**config.mk**
```make
export PLATFORM = sky130hd
export DESIGN_NAME = interrupt_controller
export DESIGN_NICKNAME = d
export VERILOG_FILES = /design/src/rtl/interrupt_controller_pkg.sv /design/src/rtl/interrupt_controller_priority_encoder.sv /design/src/rtl/interrupt_controller.sv
export SDC_FILE = /design/constraint.sdc
export NUM_CORES = 1
export LEC_CHECK = 0
export CAP_MARGIN = 20
export CORE_MARGIN = 2
export CORE_UTILIZATION = 40
export CTS_CLUSTER_SIZE = 30
export DETAILED_ROUTE_END_ITERATION = 12
export PLACE_DENSITY = 0.67
export REMOVE_ABC_BUFFERS = 1
export SYNTH_ARGS = -nofsm -noshare
export SYNTH_HDL_FRONTEND = slang
export SYNTH_HIERARCHICAL = 1
export SYNTH_SLANG_ARGS = --single-unit
export TNS_END_PERCENT = 100
```
**constraint.sdc**
```tcl
create_clock -name clk -period 2.2 [get_ports clk]
set_clock_uncertainty 0.1 [all_clocks]
set_input_delay 0.66 -clock clk [delete_from_list [all_inputs] [get_ports clk]]
set_output_delay 0.66 -clock clk [all_outputs]
set_load 0.005 [all_outputs]
```
**src/rtl/interrupt_controller_pkg.sv**
```systemverilog
// Shared definitions for the interrupt controller: sequencer state encodings,
// control-vector bit positions of the EI/DI/RETI microcode signals, and the
// vector opcode helper.
package interrupt_controller_pkg;

    // Interrupt sequencer states
    typedef enum logic [1:0] {
        IRQ_IDLE   = 2'd0,
        IRQ_ARMED  = 2'd1,
        IRQ_INJECT = 2'd2,
        IRQ_LOAD   = 2'd3
    } irq_state_t;

    // Bit positions of the interrupt-related strobes in the control-unit signal vector
    localparam int SIG_EI   = 24;
    localparam int SIG_DI   = 25;
    localparam int SIG_RETI = 26;

    // Opcode forced into IR for a given line index (wraps at 8 bits)
    function automatic logic [7:0] vector_opcode(input logic [7:0] base, input logic [7:0] idx);
        return base + idx;
    endfunction

endpackage

```
**src/rtl/interrupt_controller_priority_encoder.sv**
```systemverilog
// Lowest-set-bit priority encoder: index of the lowest asserted request plus
// a valid flag. Index is 0 when nothing is requested.
module priority_encoder #(
    parameter int WIDTH = 4,
    localparam int IDXW = (WIDTH > 1) ? $clog2(WIDTH) : 1
) (
    input  logic [WIDTH-1:0] req,
    output logic [IDXW-1:0]  idx,
    output logic             valid
);

    // Scan from the top down so the lowest set bit is the last one written
    always_comb begin
        idx   = '0;
        valid = |req;
        for (int i = WIDTH - 1; i >= 0; i--) begin
            if (req[i]) begin
                idx = IDXW'(i);
            end
        end
    end

endmodule

```
**src/rtl/interrupt_controller.sv**
```systemverilog
// Interrupt controller: latches request edges, applies mask / in-service
// ceiling / global enable, and at an instruction boundary forces a vector
// opcode into the control unit (micro-counter reset, then IR load).
module interrupt_controller
    import interrupt_controller_pkg::*;
#(
    parameter int         NUM_IRQ     = 4,
    parameter logic [7:0] VECTOR_BASE = 8'hF0
) (
    input  logic               clk,
    input  logic               rst,
    input  logic [NUM_IRQ-1:0] irq,
    input  logic               mask_load,
    input  logic [NUM_IRQ-1:0] mask_in,
    input  logic               ie_set,
    input  logic               ie_clr,
    input  logic               reti,
    input  logic               inst_end,
    output logic               reg_ir_load_override,
    output logic               mcc_rst_override,
    output logic               data_oe,
    output logic [7:0]         inject_opcode,
    output logic [NUM_IRQ-1:0] pending,
    output logic [NUM_IRQ-1:0] in_service,
    output logic               ie
);

    localparam int IDXW = (NUM_IRQ > 1) ? $clog2(NUM_IRQ) : 1;

    irq_state_t         state_reg, state_next;
    logic [IDXW-1:0]    vec_idx_reg, vec_idx_next;
    logic [NUM_IRQ-1:0] irq_prev_reg;
    logic [NUM_IRQ-1:0] pending_reg, pending_next;
    logic [NUM_IRQ-1:0] mask_reg;
    logic [NUM_IRQ-1:0] in_service_reg, in_service_next;
    logic               ie_reg, ie_next;

    logic               ir_override_reg, ir_override_next;
    logic               mcc_override_reg, mcc_override_next;
    logic               data_oe_reg, data_oe_next;
    logic [7:0]         opcode_reg, opcode_next;

    logic [NUM_IRQ-1:0] irq_rise;
    logic [NUM_IRQ-1:0] ceiling;
    logic [NUM_IRQ-1:0] eligible;
    logic [IDXW-1:0]    sel;
    logic               valid;
    logic [IDXW-1:0]    is_idx;
    logic               is_valid;
    logic               load_done;

    assign irq_rise  = irq & ~irq_prev_reg;
    assign load_done = (state_reg == IRQ_LOAD);

    // Lowest in-service line sets the ceiling: only strictly lower indices may nest
    priority_encoder #(.WIDTH(NUM_IRQ)) u_is_enc (
        .req   (in_service_reg),
        .idx   (is_idx),
        .valid (is_valid)
    );

    assign ceiling  = is_valid ? ((NUM_IRQ'(1) << is_idx) - NUM_IRQ'(1)) : '1;
    assign eligible = pending_reg & ~mask_reg & ceiling;

    priority_encoder #(.WIDTH(NUM_IRQ)) u_sel_enc (
        .req   (eligible),
        .idx   (sel),
        .valid (valid)
    );

    // Sequencer next state and the registered-output values for that state
    always_comb begin
        state_next        = state_reg;
        vec_idx_next      = vec_idx_reg;
        ir_override_next  = 1'b0;
        mcc_override_next = 1'b0;
        data_oe_next      = 1'b0;
        opcode_next       = 8'h00;
        case (state_reg)
            IRQ_IDLE: begin
                if (ie_reg && valid) begin
                    state_next = IRQ_ARMED;
                end
            end
            IRQ_ARMED: begin
                if (!(ie_reg && valid)) begin
                    state_next = IRQ_IDLE;
                end else if (inst_end) begin
                    vec_idx_next = sel;
                    state_next   = IRQ_INJECT;
                end
            end
            IRQ_INJECT: state_next = IRQ_LOAD;
            IRQ_LOAD:   state_next = IRQ_IDLE;
            default:    state_next = IRQ_IDLE;
        endcase
        // Outputs are registered, so they are decoded from the state being entered
        if (state_next == IRQ_INJECT) begin
            mcc_override_next = 1'b1;
            data_oe_next      = 1'b1;
            opcode_next       = vector_opcode(VECTOR_BASE, 8'(vec_idx_next));
        end else if (state_next == IRQ_LOAD) begin
            ir_override_next = 1'b1;
            data_oe_next     = 1'b1;
            opcode_next      = vector_opcode(VECTOR_BASE, 8'(vec_idx_next));
        end
    end

    // Pending / in-service / enable updates, including same-cycle precedence rules
    always_comb begin
        pending_next = pending_reg;
        if (load_done) begin
            pending_next[vec_idx_reg] = 1'b0;
        end
        pending_next = pending_next | irq_rise;

        in_service_next = in_service_reg;
        if (reti) begin
            in_service_next = in_service_reg & ~(in_service_reg & (~in_service_reg + NUM_IRQ'(1)));
        end
        if (load_done) begin
            in_service_next = in_service_next | (NUM_IRQ'(1) << vec_idx_reg);
        end

        ie_next = ie_reg;
        if (ie_set || reti) begin
            ie_next = 1'b1;
        end
        if (ie_clr || load_done) begin
            ie_next = 1'b0;
        end
    end

    // Sequencer state register
    always_ff @(posedge clk or posedge rst) begin
        if (rst) begin
            state_reg   <= IRQ_IDLE;
            vec_idx_reg <= '0;
        end else begin
            state_reg   <= state_next;
            vec_idx_reg <= vec_idx_next;
        end
    end

    // Request, mask, in-service and enable bookkeeping registers
    always_ff @(posedge clk or posedge rst) begin
        if (rst) begin
            irq_prev_reg   <= '0;
            pending_reg    <= '0;
            mask_reg       <= '1;
            in_service_reg <= '0;
            ie_reg         <= 1'b0;
        end else begin
            irq_prev_reg   <= irq;
            pending_reg    <= pending_next;
            in_service_reg <= in_service_next;
            ie_reg         <= ie_next;
            if (mask_load) begin
                mask_reg <= mask_in;
            end
        end
    end

    // Registered control-unit overrides and bus drive
    always_ff @(posedge clk or posedge rst) begin
        if (rst) begin
            ir_override_reg  <= 1'b0;
            mcc_override_reg <= 1'b0;
            data_oe_reg      <= 1'b0;
            opcode_reg       <= 8'h00;
        end else begin
            ir_override_reg  <= ir_override_next;
            mcc_override_reg <= mcc_override_next;
            data_oe_reg      <= data_oe_next;
            opcode_reg       <= opcode_next;
        end
    end

    assign reg_ir_load_override = ir_override_reg;
    assign mcc_rst_override     = mcc_override_reg;
    assign data_oe              = data_oe_reg;
    assign inject_opcode        = opcode_reg;
    assign pending              = pending_reg;
    assign in_service           = in_service_reg;
    assign ie                   = ie_reg;

endmodule

```
After elaboration in Yosys (flattened, before gate mapping)
Cells that the tools add are included.

cells by class
  add/subtract/negate cells = 3
  multiplexer cells = 29
  $lt $le $gt $ge = 2
  shifts and indexed selects = 2
  bitwise operators = 13
  reductions and logical operators = 8
  equality and inequality tests = 5

operator list
  kind                                                                           number
  2-bit two-way mux                                                              14
  4-bit AND                                                                      6
  4-bit inverter                                                                 5
  4-bit two-way mux                                                              4
  8-bit two-way mux                                                              2
  2-bit equality test (second input constant)                                    4
  4-bit OR                                                                       2
  2-bit one-hot mux with 4 select lines                                          1
  4-bit OR reduction                                                             2
  1-bit by 2-bit << shifter with 4-bit output (first input constant)             2
  1-bit two-way mux                                                              7
  5-bit by 3-bit adder with 6-bit output (first input constant)                  1
  4-bit by 1-bit adder with 4-bit output (second input constant)                 1
  4-bit by 1-bit subtractor with 4-bit output (second input constant)            1
  2-bit by 3-bit less-than comparator with 1-bit output (second input constant)  1
  1-bit demux with 2-bit select                                                  1
  2-bit by 1-bit equality test with 1-bit output (second input constant)         1
  2-bit by 1-bit >= comparator with 1-bit output (second input constant)         1
  1-bit logical AND                                                              2
  2-bit logical NOT                                                              1
  1-bit logical OR                                                               2
  2-bit nonzero test                                                             1

word-level totals
  flip-flop bits (word level) = 32
  logic and storage cells = 73

Depth between registers and ports, before layout
Gate-level depths: netlist (run 1).

  depth in word-level cells = 18
  depth in mapped cells = 9
  mapped depth without buffers = 9

Modules after synthesis
The synthesis (run 1) kept the hierarchy.

by module, submodules not included
  module                area an instance (um^2)  times used  sequential area each (um^2)  cells an instance
  interrupt_controller  1058.5                   1           630.6                        88
  priority_encoder      35.0                     2           0.0                          7

Least setup slack after synthesis (run 1)
OpenSTA, ideal clock, no wires.

  kind = reg2reg
  from = register in_service_reg[2] (netlist: in_service[2])
  to = register vec_idx_reg[0]
  setup time = 125 ps
  slack = 155 ps
  cell stages (with the launch flop) = 10
  arrival = 1820 ps
  cells stage by stage = dfrtp_1 -> nor2_1 -> nand2_1 -> nor2b_1 -> nor3b_1 -> nor2_1 -> nand2_1 -> nand2_2 -> nor3_4 -> mux2_4

between the ends
  elaborated cells on any way between the ends = 17

RTL lines
  element                    RTL line                                     source
  start, declared            interrupt_controller.sv:35                   logic [NUM_IRQ-1:0] in_service_reg, in_service_next;
  start signal, assigned     interrupt_controller.sv:156                  in_service_reg <= in_service_next;
  4-bit OR reduction         interrupt_controller_priority_encoder.sv:15  valid = |req;
  named net is_valid         interrupt_controller.sv:49                   logic is_valid;
  4-bit two-way mux          interrupt_controller.sv:62                   assign ceiling = is_valid ? ((NUM_IRQ'(1) << is_idx) - NUM_IRQ'(1)) : '1;
  4-bit AND                  interrupt_controller.sv:63                   assign eligible = pending_reg & ~mask_reg & ceiling;
  named net eligible[1]      interrupt_controller.sv:45                   logic [NUM_IRQ-1:0] eligible;
  4-bit OR reduction         interrupt_controller_priority_encoder.sv:15
  named net valid            interrupt_controller.sv:47                   logic valid;
  1-bit logical AND          interrupt_controller.sv:86                   if (!(ie_reg && valid)) begin
  2-bit two-way mux          interrupt_controller.sv:86
  2-bit two-way mux          interrupt_controller.sv:79                   case (state_reg)
  named net vec_idx_next[0]  interrupt_controller.sv:31                   logic [IDXW-1:0] vec_idx_reg, vec_idx_next;
  end signal, assigned       interrupt_controller.sv:141                  vec_idx_reg <= vec_idx_next;
  end, declared              interrupt_controller.sv:31

The timed path passes the listed nets, and every way through them passes these cells.
A chain may end at the register's enable or synchronous reset.

Worst setup path after layout (run 1)
  from = register in_service_reg[2] (netlist: in_service[2])
  to = register vec_idx_reg[1]

The elaborated chain is that of the path after synthesis.

==> results.ini, run 1 <==
[place]
place_congestion = 0.856
place.detailed.hpwl_um = 1750
total_of_buffers_placed_on_input_and_output_ports = 32

[final_layout]
antenna_cells = 0
drive_above_1_share = 0.219
final.fill_count = 234
fin_nets = 153
layout.core_utilization = 0.558
layout_stage_area_growth_over_the_synthesis_result_pct = 34.0

[cts]
htree_num_levels = 1
clock_insertion_delay_worst_skew_ps = 310
cts-buffers-inserted = 3
ctsLongestPathBuffers = 2
cts-root-buf = sky130_fd_sc_hd__clkbuf_4
clock_sinks = 25
clock_transition_at_the_registers_of_the_reported_paths_ps = 130
tritoncts = done
postCtsHoldBufs = 0

[detailed_routing]
initial_detailed_routing_violation_count = 15
route.detailed.vias_per_inst = 4.93
met3RoutedLength_um = 95
detailroute.via_count = 829
routed_wirelength_um = 2290
drtAntennaViolNets = 0
firstDrtPassIters = 4
drt-wirelength-per-cell_um = 13.6
wl_met1_um = 1000
drt_drc_violations_left = 0
route.met2.wl_um = 1170
uppermost_metal_layer_occupied_by_signal_nets = met4

[logic_synthesis]
synth-edff-count = 0
synth.cell_area_mm2 = 0.00113
synth_compound_gate_area_share = 0.119
synth.distinct_cells = 30
yosys.area_share.simple = 0.160
syn-instance-count = 102
post-synth-top-area-cell = sky130_fd_sc_hd__dfrtp_1
synthesis_stage_register_bit_count = 25
synthArstFlopShare = 1.00
ys_dominant_reg_cell = sky130_fd_sc_hd__dfrtp_1
synth.area.mux_share = 0.0665
yosysTopAreaCellShare = 0.466
combinational_family_with_the_most_area_after_synthesis = simple AND/OR/NAND/NOR gates
synth_adder_area_share = 0
yosys.area_share.xor_xnor = 0
synthTopCellsByArea = sky130_fd_sc_hd__dfrtp_1 47%, sky130_fd_sc_hd__dfstp_2 9.3%, sky130_fd_sc_hd__o21ai_0 4.4%, sky130_fd_sc_hd__buf_4 4.0%, sky130_fd_sc_hd__mux2_2 4.0%
post_synth.cell_area_avg_um2 = 11.1
synth_seq_area_share = 0.559
synthesis.yosys.warnings = 6

[die]
ioPinCount = 35
starting_density_of_the_core = 0.416
floorplan.core_area_mm2 = 0.00271
die_width_um = 57.1
fp-row-count = 19
die_h_um = 57.1
design.die.area_mm2 = 0.00326

[worst_setup_path]
setup.worst_path.class = reg2reg
worstPathRequired_ps = 2310
worst-endpoint-arrival_ps = 2200
critPathCaptureType = flip-flop
cp-start-kind = flip-flop
worst-path-max-fanout = 5

[min_path]
hold_path.class = reg2reg

[timing]
max_freq_mhz = 480
drv_slew = 0
final_min_period_over_clock_period = 0.947
timing.final.crit_period_ps = 2080
hold_violations = 0
setup_viol_count_final = 0
setup_repair_after_global_routing_missed_its_margin = false
final.setup.tns_ps = 0

[global_routing]
grt.total_usage = 0.155
antenna_found_initial = 0
grt_pass1_wl_um = 3860
first_global_vias = 850
grt_start_max_net_pins = 26
grt-ovfl-total = 0

[pwr]
power.ir.vdd_worst_uv = 647
power-per-cell-area_mw_per_mm2 = 1010
total_leakage_power_nw = 0.685

[status]
status = finished, final reports clean

[flow_run]
max_cap_viol_count = 0

==> cell usage after synthesis (all sizes together) (2+ instances only) <==
master,instances
a21oi,5
nor2,5
a22o,2
nand3,2
nand2,9
buf,8
dfstp,4
nand2b,4
inv,10
dfrtp,21
nor3,4
mux2,6
nor3b,2
o21ai,10
==> power by group <==
| group | internal (mW) | switching [mW] |
|---|---|---|
| sequential | 0.559 | 0.117 |
| combinational | 0.379 | 0.268 |
| clock | 0.0680 | 0.131 |
==> timing repair <==
item / in CTS / in global routing
setup endpoints to repair: 0 / 4
gates resized for setup: 0 / 4
buffers inserted: 0 / 0
==> metrics by stage <==
stage / area, um^2 / setup WS (ps) / power [mW] / instances / hold WS (ps)
2_1_floorplan: 1060 / 155 / 0.956 / 95 / 300
3_3_place_gp: 1470 / 153 / 1.30 / 164 / 301
3_5_place_dp: 1470 / 129 / 1.32 / 164 / 319
4_1_cts: 1500 / 68.7 / 1.53 / 168 / 341
5_1_grt: 1510 / 15.4 / 1.63 / 168 / 347
6_report: 1510 / 117 / 1.52 / 168 / 332
==> cell families (layout without fill, tap and decap cells) <==
family	count (synthesis)	in the layout
multiplexers	6	6
buffers and inverters	18	52
AO/OA/AOI/OAI	21	21
AND/OR/NAND/NOR	31	31
other	1	2
flip-flops	25	25
==> cell type report <==
cell class / instances / area (um^2) / share of cell area
repair buffers: 38 / 372 / 0.246
flip-flops and latches: 25 / 631 / 0.417
inverters: 10 / 37.5 / 0.0248
clock inverters: 1 / 5.00 / 0.00331
clock buffers: 3 / 22.5 / 0.0149
multi-input cells: 60 / 407 / 0.269
well taps: 31 / 38.8 / 0.0256
==> cells in the final DEF, fill, tap and decap left out, drive strengths merged <==
cell,netlist,layout
clkbuf,0,3
a211oi,1,1
and2b,1,1
a21oi,5,5
nand3,2,2
clkinv,0,1
conb,1,2
nor3,4,4
nand4,1,1
clkdlybuf4s50,0,31
or3b,1,1
mux2,6,6
dfstp,4,4
nor2,5,5
or2,1,1
o21ai,10,10
o21a,1,1
nand2b,4,4
nor3b,2,2
a22o,2,2
nand2,9,9
buf,8,6
o32ai,1,1
o31ai,1,1
dfrtp,21,21
nor2b,1,1
inv,10,10
dlymetal6s2s,0,1
==> final timing paths <==
path                                      startpoint                        to  slack [ps]  depth (start not counted)
max reg2reg                  in_service[2]$_DFF_PP0_  vec_idx_reg[1]$_DFF_PP0_         120                          9
max                          in_service[2]$_DFF_PP0_  vec_idx_reg[1]$_DFF_PP0_         120                          9
min                        irq_prev_reg[0]$_DFF_PP0_      pending[0]$_DFF_PP0_         330                          1
min in group asynchronous                        rst      pending[2]$_DFF_PP0_         580                          3
min reg2reg                irq_prev_reg[0]$_DFF_PP0_      pending[0]$_DFF_PP0_         330                          1
max in group asynchronous                        rst   mask_reg[1]$_DFFE_PP1P_        1130                          3
==> worst max-delay path, stage by stage (launching register included) <==
cell and delay (ps):
sky130_fd_sc_hd__dfrtp_1 430, sky130_fd_sc_hd__nor2_1 170, sky130_fd_sc_hd__nand2_1 110, sky130_fd_sc_hd__nor2b_1 170
sky130_fd_sc_hd__a21oi_1 210, sky130_fd_sc_hd__nor2_1 70, sky130_fd_sc_hd__nand2_1 100, sky130_fd_sc_hd__nand2_2 70
sky130_fd_sc_hd__nor3_4 230, sky130_fd_sc_hd__mux2_4 320
==> per-layer routing <==
layer  global-route usage  vias up
li1                     -      406
met1                0.199      399
met2                0.263       22
met3               0.0272        2
met4               0.0598        0
met5                    0        -
Note: power is estimated with default switching activity, not from simulation.
==> inputs of run 2 (changes only) <==
--- a/config.mk
+++ b/config.mk
@@ -6,7 +6,7 @@
 export NUM_CORES = 1
 export LEC_CHECK = 0
 export CAP_MARGIN = 20
-export CORE_MARGIN = 2
+export CORE_MARGIN = 1.5
 export CORE_UTILIZATION = 40
 export CTS_CLUSTER_SIZE = 30
 export DETAILED_ROUTE_END_ITERATION = 12
==> run 2 against run 1 <==
Net effect:
- largest power group unchanged
- count of clock-buffer cells in the layout unchanged
- power increased by 0.15%
- die area down 3.5%
==> results.ini, run 2 (synthesis gave the netlist of run 1 again) <==
[detailed_routing]
drtAntennaViolNets = 0  ; unchanged
route.detailed.vias_per_inst = 4.91  ; -0.48%
routed_wirelength_um = 2250  ; -1.8%
detailroute.via_count = 825  ; -0.48%
drt_drc_violations_left = 0  ; unchanged
drt-wirelength-per-cell_um = 13.4  ; -1.8%
firstDrtPassIters = 4  ; unchanged
initial_detailed_routing_violation_count = 15  ; unchanged

[final_layout]
register_area_um2 = 631  ; unchanged
multiInputGateArea_um2 = 409  ; +0.62%
layout_stage_area_growth_over_the_synthesis_result_pct = 34.0  ; unchanged
antenna_cells = 0  ; unchanged
final_cells = 168  ; unchanged
fin_nets = 153  ; unchanged
drive_above_1_share = 0.226  ; +0.00730
leading_cell_type_in_the_layout_fill_and_taps_excluded = sky130_fd_sc_hd__clkdlybuf4s50_1
final_area_mm2 = 0.00151  ; unchanged
final.fill_count = 246  ; +5.1%
commonest_cells_after_routing_fill_and_taps_aside = 32 x sky130_fd_sc_hd__clkdlybuf4s50_1, 21 x sky130_fd_sc_hd__dfrtp_1, 10 x sky130_fd_sc_hd__o21ai_0, 10 x sky130_fd_sc_hd__inv_1, 7 x sky130_fd_sc_hd__nand2_1

[die]
die_h_um = 56.1  ; -1.8%
ioPinCount = 35  ; unchanged
fp-row-count = 19  ; unchanged
design.die.area_mm2 = 0.00315  ; -3.5%
starting_density_of_the_core = 0.416  ; unchanged
die_width_um = 56.1  ; -1.8%
floorplan.core_area_mm2 = 0.00271  ; unchanged

[cts]
clock_insertion_delay_worst_skew_ps = 320  ; about the same
clock_sinks = 25  ; unchanged
cts-buffers-inserted = 3  ; unchanged
tritoncts = done
htree_num_levels = 1  ; unchanged
cts.repair_timing.setup_buffer_count = 0  ; unchanged
postCtsHoldBufs = 0  ; unchanged
cts-root-buf = sky130_fd_sc_hd__clkbuf_4
ctsLongestPathBuffers = 2  ; unchanged
cts_resizes = 0  ; unchanged
clock_transition_at_the_registers_of_the_reported_paths_ps = 140  ; about the same

[worst_setup_path]
worst-endpoint-arrival_ps = 1370  ; -830 ps
critPathCaptureType = primary output
setup.worst_path.class = reg2out
worst-path-max-fanout = 5  ; unchanged
cp-start-kind = flip-flop
worstPathRequired_ps = 1440  ; -870 ps

[timing]
final_min_period_over_clock_period = 0.969  ; +0.0216
drv_slew = 0  ; unchanged
timing.final.crit_period_ps = 2130  ; +47.5 ps
max_freq_mhz = 469  ; -2.2%
setup_viol_count_final = 0  ; unchanged
final.setup.tns_ps = 0  ; unchanged
hold_violations = 0  ; unchanged
worst_slack_ps = 69.1  ; -47.5 ps

[place]
post-place-ws_ps = 124  ; -5.49 ps
place.detailed.hpwl_um = 1670  ; -4.7%
total_of_buffers_placed_on_input_and_output_ports = 32  ; unchanged
place_congestion = 0.849  ; -0.81%
post_placement_cell_count = 164  ; unchanged
place_area_mm2 = 0.00147  ; unchanged

[pwr]
power.ir.vdd_worst_uv = 697  ; +7.6%
fin_total_pwr_mw = 1.52  ; +0.15%
power-per-cell-area_mw_per_mm2 = 1010  ; +0.15%
total_leakage_power_nw = 0.668  ; -2.4%

[status]
status = finished, final reports clean

[flow_run]
max_cap_viol_count = 0  ; unchanged

[global_routing]
antenna_found_initial = 0  ; unchanged
grt_pass1_wl_um = 3640  ; -5.5%
grt.total_usage = 0.148  ; -0.00677
grt-ovfl-total = 0  ; unchanged
first_global_vias = 827  ; -2.7%
grt_start_max_net_pins = 26  ; unchanged

[min_path]
hold_path.class = reg2reg

[run 2: changes by cell type in the layout (fill, tap and decap cells not counted), sizes merged]
cell	before	now
clkdlybuf4s50	31	32
dlymetal6s2s	1	0
[run 2: power by group]
part           internal, mW  switching [mW]
Combinational         0.382           0.267
Sequential            0.559           0.114
Clock                0.0679           0.134
[run 2: per-stage QoR]
step | hold WS [ps] | util
2_1_floorplan | 300 | -
3_3_place_gp | 302 | 0.542
3_5_place_dp | 323 | 0.542
4_1_cts | 341 | 0.552
5_1_grt | 375 | 0.558
6_report | 333 | 0.558
[run 2: area by class of cell]
type,count,share of cell area
inverter,10,0.0248
clock buffer,3,0.0149
timing repair buffer,38,0.244
multi-input combinational,60,0.270
tap,31,0.0256
clock inverter,1,0.00331
sequential,25,0.417
[run 2: worst max-delay path: stages, from the launching register on]
cell and delay (ps):
sky130_fd_sc_hd__dfrtp_1 440, sky130_fd_sc_hd__buf_6 130, sky130_fd_sc_hd__clkdlybuf4s50_1 490
[run 2: per-layer routing]
layer  part of all wire  wire [um]  GRT usage
met1               0.47       1060      0.201
met2               0.48       1070      0.239
met3              0.038         85     0.0209
met4              0.015         34     0.0612
met5                  0          0          0
[run 2: final timing paths]
path	startpoint	end	slack, ps	depth (start not counted)
worst max-delay path	in_service[0]$_DFF_PP0_	in_service[0]	70	2
worst max register to register	in_service[2]$_DFF_PP0_	vec_idx_reg[0]$_DFF_PP0_	120	9
worst min-delay path	irq_prev_reg[2]$_DFF_PP0_	pending[2]$_DFF_PP0_	330	1
min in group asynchronous	rst	state_reg[0]$_DFF_PP0_	560	3
worst min register to register	irq_prev_reg[2]$_DFF_PP0_	pending[2]$_DFF_PP0_	330	1
max in group asynchronous	rst	mask_reg[0]$_DFFE_PP1P_	1130	3
==> inputs of run 3 (changes only) <==
--- a/config.mk
+++ b/config.mk
@@ -8,6 +8,7 @@
 export CAP_MARGIN = 20
 export CORE_MARGIN = 1.5
 export CORE_UTILIZATION = 40
+export CTS_BUF_LIST = sky130_fd_sc_hd__clkbuf_4 sky130_fd_sc_hd__clkbuf_8
 export CTS_CLUSTER_SIZE = 30
 export DETAILED_ROUTE_END_ITERATION = 12
 export PLACE_DENSITY = 0.67
==> results of run 3 <==
Same layout as run 2: the final DEF is identical, and so are final timing and power.
